### config.mk
export PLATFORM = sky130hd
export DESIGN_NAME = apb_requester
export DESIGN_NICKNAME = d
export VERILOG_FILES = /design/src/rtl/apb_requester.sv
export SDC_FILE = /design/constraint.sdc
export NUM_CORES = 1
export LEC_CHECK = 0
export CAP_MARGIN = 30
export CORE_MARGIN = 5
export CORE_UTILIZATION = 36
export DETAILED_ROUTE_END_ITERATION = 12
export PLACE_DENSITY = 0.76
export SYNTH_ARGS = -nofsm -noshare
export SYNTH_HDL_FRONTEND = slang
export SYNTH_SLANG_ARGS = --single-unit
### constraint.sdc
create_clock -name PCLK -period 1.7 [get_ports PCLK]
set_input_delay 0.255 -clock PCLK [delete_from_list [all_inputs] [get_ports PCLK]]
set_output_delay 0.255 -clock PCLK [all_outputs]
set_load 0.02 [all_outputs]
### src/rtl/apb_requester.sv
// APB4 requester: accepts one command on a valid/ready port, runs one APB transfer,
// and returns the completer's result on a valid/ready response port, with a wait-state timeout.
module apb_requester #(
    parameter int ADDR_WIDTH = 32,
    parameter int DATA_WIDTH = 32,
    parameter int TIMEOUT    = 16
) (
    input  logic                    PCLK,
    input  logic                    PRESETn,
    input  logic                    cmd_valid,
    output logic                    cmd_ready,
    input  logic                    cmd_write,
    input  logic [ADDR_WIDTH-1:0]   cmd_addr,
    input  logic [DATA_WIDTH-1:0]   cmd_wdata,
    input  logic [DATA_WIDTH/8-1:0] cmd_strb,
    input  logic [2:0]              cmd_prot,
    output logic                    rsp_valid,
    input  logic                    rsp_ready,
    output logic [DATA_WIDTH-1:0]   rsp_rdata,
    output logic                    rsp_err,
    output logic                    rsp_timeout,
    output logic                    PSEL,
    output logic                    PENABLE,
    output logic                    PWRITE,
    output logic [2:0]              PPROT,
    output logic [DATA_WIDTH/8-1:0] PSTRB,
    output logic [ADDR_WIDTH-1:0]   PADDR,
    output logic [DATA_WIDTH-1:0]   PWDATA,
    input  logic [DATA_WIDTH-1:0]   PRDATA,
    input  logic                    PREADY,
    input  logic                    PSLVERR
);

    localparam int CNT_WIDTH = (TIMEOUT > 0) ? $clog2(TIMEOUT + 1) : 1;

    localparam logic [1:0] IDLE   = 2'd0;
    localparam logic [1:0] SETUP  = 2'd1;
    localparam logic [1:0] ACCESS = 2'd2;
    localparam logic [1:0] RESP   = 2'd3;

    logic [1:0]           state;
    logic [CNT_WIDTH-1:0] wait_cnt;

    // The APB address/control registers double as the latched command fields.
    always_ff @(posedge PCLK) begin
        if (!PRESETn) begin
            state       <= IDLE;
            wait_cnt    <= '0;
            cmd_ready   <= 1'b1;
            rsp_valid   <= 1'b0;
            rsp_rdata   <= '0;
            rsp_err     <= 1'b0;
            rsp_timeout <= 1'b0;
            PSEL        <= 1'b0;
            PENABLE     <= 1'b0;
            PWRITE      <= 1'b0;
            PPROT       <= '0;
            PSTRB       <= '0;
            PADDR       <= '0;
            PWDATA      <= '0;
        end else begin
            case (state)
                IDLE: begin
                    if (cmd_valid) begin
                        cmd_ready <= 1'b0;
                        PSEL      <= 1'b1;
                        PENABLE   <= 1'b0;
                        PWRITE    <= cmd_write;
                        PADDR     <= cmd_addr;
                        PPROT     <= cmd_prot;
                        PWDATA    <= cmd_write ? cmd_wdata : '0;
                        PSTRB     <= cmd_write ? cmd_strb : '0;
                        wait_cnt  <= '0;
                        state     <= SETUP;
                    end
                end
                SETUP: begin
                    PENABLE <= 1'b1;
                    state   <= ACCESS;
                end
                ACCESS: begin
                    // A ready completer wins even in the cycle the timeout would fire.
                    if (PREADY) begin
                        PSEL        <= 1'b0;
                        PENABLE     <= 1'b0;
                        rsp_valid   <= 1'b1;
                        rsp_rdata   <= PWRITE ? '0 : PRDATA;
                        rsp_err     <= PSLVERR;
                        rsp_timeout <= 1'b0;
                        state       <= RESP;
                    end else if (TIMEOUT != 0 && int'(wait_cnt) == TIMEOUT - 1) begin
                        PSEL        <= 1'b0;
                        PENABLE     <= 1'b0;
                        rsp_valid   <= 1'b1;
                        rsp_rdata   <= '0;
                        rsp_err     <= 1'b1;
                        rsp_timeout <= 1'b1;
                        state       <= RESP;
                    end else if (TIMEOUT != 0 && int'(wait_cnt) != TIMEOUT) begin
                        wait_cnt <= wait_cnt + 1'b1;
                    end
                end
                RESP: begin
                    if (rsp_ready) begin
                        rsp_valid <= 1'b0;
                        cmd_ready <= 1'b1;
                        state     <= IDLE;
                    end
                end
                default: begin
                    state <= IDLE;
                end
            endcase
        end
    end

endmodule

==> impl_metrics.tcl <==
set metrics [dict create \
    p_per_area_mw_per_mm2 1300 \
    synth_most_common_cell "dfxtp_1" \
    worst_hold_path.num_cells 2 \
    synthFlopType "dfxtp_1" \
    tritoncts "done" \
    p_leak_nw 2.94 \
    dp_cells 885 \
    worst_pin_slew_ns 0.320 \
    cts_made_buffers 17 \
    slew_viol_final 0 \
    critPathRequiredTime_ns 2.00 \
    start_kind "flop" \
    power_mw 10.3 \
    holdPathEnd "cmd_ready" \
    ys_top_cells_by_area "dfxtp_1 (52%), nand2_1 (9.7%), a21oi_1 (6.0%)" \
    finalHoldViolations 0 \
    crit_chain "ha_4, and3_4, ha_4, o21a_4, a2111oi_4, buf_4, a21oi_1, a41o_1" \
    wl_um 15100 \
    hold_path.class "in -> reg" \
    met3_usage_pct 9.00 \
    synthArstFlopShare_pct 0 \
    ys_seq_area_share_pct 52.3 \
    netlist_area_sq_mm 0.00447 \
    dp_hpwl_um 10300 \
    first_iter_violations 197 \
    synth_compound_area_share_pct 18.4 \
    synth-edff-count 0 \
    ir_drop_mv 0.653 \
    grtUsageMet1_pct 19.2 \
    worstHoldStart "PRESETn" \
    fill_cells 974 \
    maxCapViolCount 0 \
    cp_data_arrival_time_ns 2.18 \
    grt_usage_pct 18.9 \
    grt_busiest_layer "met2" \
    ys_top_cells_by_count "dfxtp_1 (117), nand2_1 (116), a21oi_1 (54)" \
    slew_headroom_pct 78.7 \
    fp.dieW_um 121 \
    drt-pass1-iter-count 4 \
    max_stage_delay_ns 0.34 \
    syn-num-nets 628 \
    ctsHoldBuffers 0 \
    worstRegToRegCells 8 \
    regToRegSetupSlack_ns -0.19 \
    die_area_sq_mm 0.0148 \
    syn_to_final_growth_pct 77.7 \
    yosysTopAreaCell "dfxtp_1" \
    htree_num_levels 4 \
    io-pin-count 220 \
    drive_above_1_share_pct 14.1 \
    final_cells 927 \
    core_area_sq_mm 0.0121 \
    dieHeight_um 121 \
    insertion_delay_ns 0.41 \
    grt_antenna_before_repair 0 \
    grt_overflow 0 \
    clk_pin_slew_ns 0.05 \
    crit_family "compound AO/OA/AOI/OAI gates" \
    start_util_pct 36.9 \
    postRouteAntennaNets 0 \
    multi_input_area_sq_mm 0.00210 \
    cp-end-kind "flop" \
    avgSynthCellArea_sq_um 8.77 \
    synth-simple-area-share_pct 22.1 \
    synthXorXnorAreaFrac_pct 0 \
    seq_area_sq_mm 0.00234 \
    outcome "finished with violations" \
    synth_fa_ha_area_share_pct 2.24 \
    drc 0 \
    setup-violations-final 41 \
    grt_max_degree 62 \
    clockRootBuffer "clkbuf_16" \
    setup_tns_ns -3.82 \
    ys_types 31 \
    grt_pass1_wl_um 22100 \
    cts_max_path_buffers 2 \
    violations "negative setup slack" \
    synth_mux_area_share_pct 0.447 \
    wl_per_cell_um 16.3 \
    grt_pass1_vias 4561 \
    grt_use_met2_pct 33.6 \
    fp-row-count 40 \
    nNetsFinal 864 \
    holdWs_ns 0.210 \
    finish.utilization_pct 65.6 \
    via_count 4487 \
    layout_setup_ws_ns -0.188 \
    critical_path_class "reg -> reg" \
    rsz0062_at_grt "true" \
    worstPathMaxFanout 5 \
    fmax_mhz 530 \
    gp_congestion 0.772 \
    synth_top_area_share_pct 52.3 \
    cts_sinks 117 \
    r2r_end "wait_cnt[3]" \
    synthCells 510 \
    yosys_warnings 0 \
    n_antenna_cell 0 \
    cpMaxStageDelayCell "dfxtp_2" \
    cp_num_buf_inv 1 \
    viasPerCell 4.84 \
    synth_top_family_by_area "simple AND/OR/NAND/NOR gates" \
    period_share_pct 111 \
    crit-reg2reg-launch "wait_cnt[0]" \
    crit_top_cell "ha_4" \
    finalClockSkew_ns 0.00818 \
    ys_seq_elements 117 \
    fin_crit_ns 1.89 \
    io_buffers 219 \
]
## metrics by stage
| stage | cell area, sq um | setup slack [ns] |
|---|---|---|
| 6_report | 7950 | -0.188 |
| 5_1_grt | 7950 | -0.238 |
| 4_1_cts | 7690 | -0.159 |
| 2_1_floorplan | 4510 | -0.109 |
| 3_5_place_dp | 7020 | -0.165 |
| 3_3_place_gp | 7020 | -0.0678 |
## logic make-up after synthesis
family | count (synthesis)
mux | 2
simple gates | 211
buf+inv | 47
flops | 117
compound gates | 125
fa+ha+maj | 8
## per-layer routing
layer | part of all wire (%) | routed length, um
met1 | 38 | 5700
met2 | 52 | 7830
met3 | 9.0 | 1360
met4 | 1.5 | 227
met5 | 0 | 0
## registers in the layout (all words and copies together), names as in the netlist, 2 cells and up
register   cells
PPROT          3
PADDR         32
wait_cnt       5
rsp_rdata     32
PWDATA        32
PSTRB          4
state          2
## where the power goes
| group | switching, mW | internal, mW | total (mW) |
|---|---|---|---|
| Combinational | 1.68 | 1.60 | 3.27 |
| Clock | 1.26 | 2.52 | 3.78 |
| Sequential | 0.190 | 3.09 | 3.28 |
## area by class of cell
class / instances / area share [%]
Multi-Input combinational cell: 346 / 26.4
Timing Repair Buffer: 257 / 33.2
Clock buffer: 19 / 5.70
Tap cell: 168 / 2.64
Sequential cell: 117 / 29.5
Inverter: 7 / 0.331
Clock inverter: 13 / 2.27
## worst max path at each step
stage	end	start	depth (start not counted)
floorplan	wait_cnt[3]	wait_cnt[0]	7
detailed placement	wait_cnt[3]	wait_cnt[0]	8
finish	wait_cnt[3]	wait_cnt[0]	8
global route	wait_cnt[3]	wait_cnt[0]	8
CTS	wait_cnt[2]	wait_cnt[0]	8
global placement	wait_cnt[0]	wait_cnt[0]	8
## what timing repair did
action	4_1_cts	5_1_grt
gates resized for setup	5	30
gates cloned	1	4
buffers inserted	2	3
endpoints found under the setup margin	10	28
pin swaps	1	2
## placed cells by master, fill, tap and decap left out, drive strengths merged
cell type,instances
o21a,3
and2,2
ha,8
a21boi,28
buf,35
a22oi,32
a21oi,54
nor2,8
or2b,1
nand2b,3
nor2b,35
clkdlybuf4s50,214
nor4bb,1
or3b,1
o221a,1
clkinvlp,3
dlymetal6s2s,3
dlygate4sd2,1
a41o,2
mux2i,2
and3,2
clkbuf,23
a211oi,1
dfxtp,117
and3b,1
nand2,116
nand3,40
clkinv,6
a2111oi,1
and2b,1
o21ai,3
bufinv,4
inv,7
No activity file was read; power rests on OpenSTA's default activity.
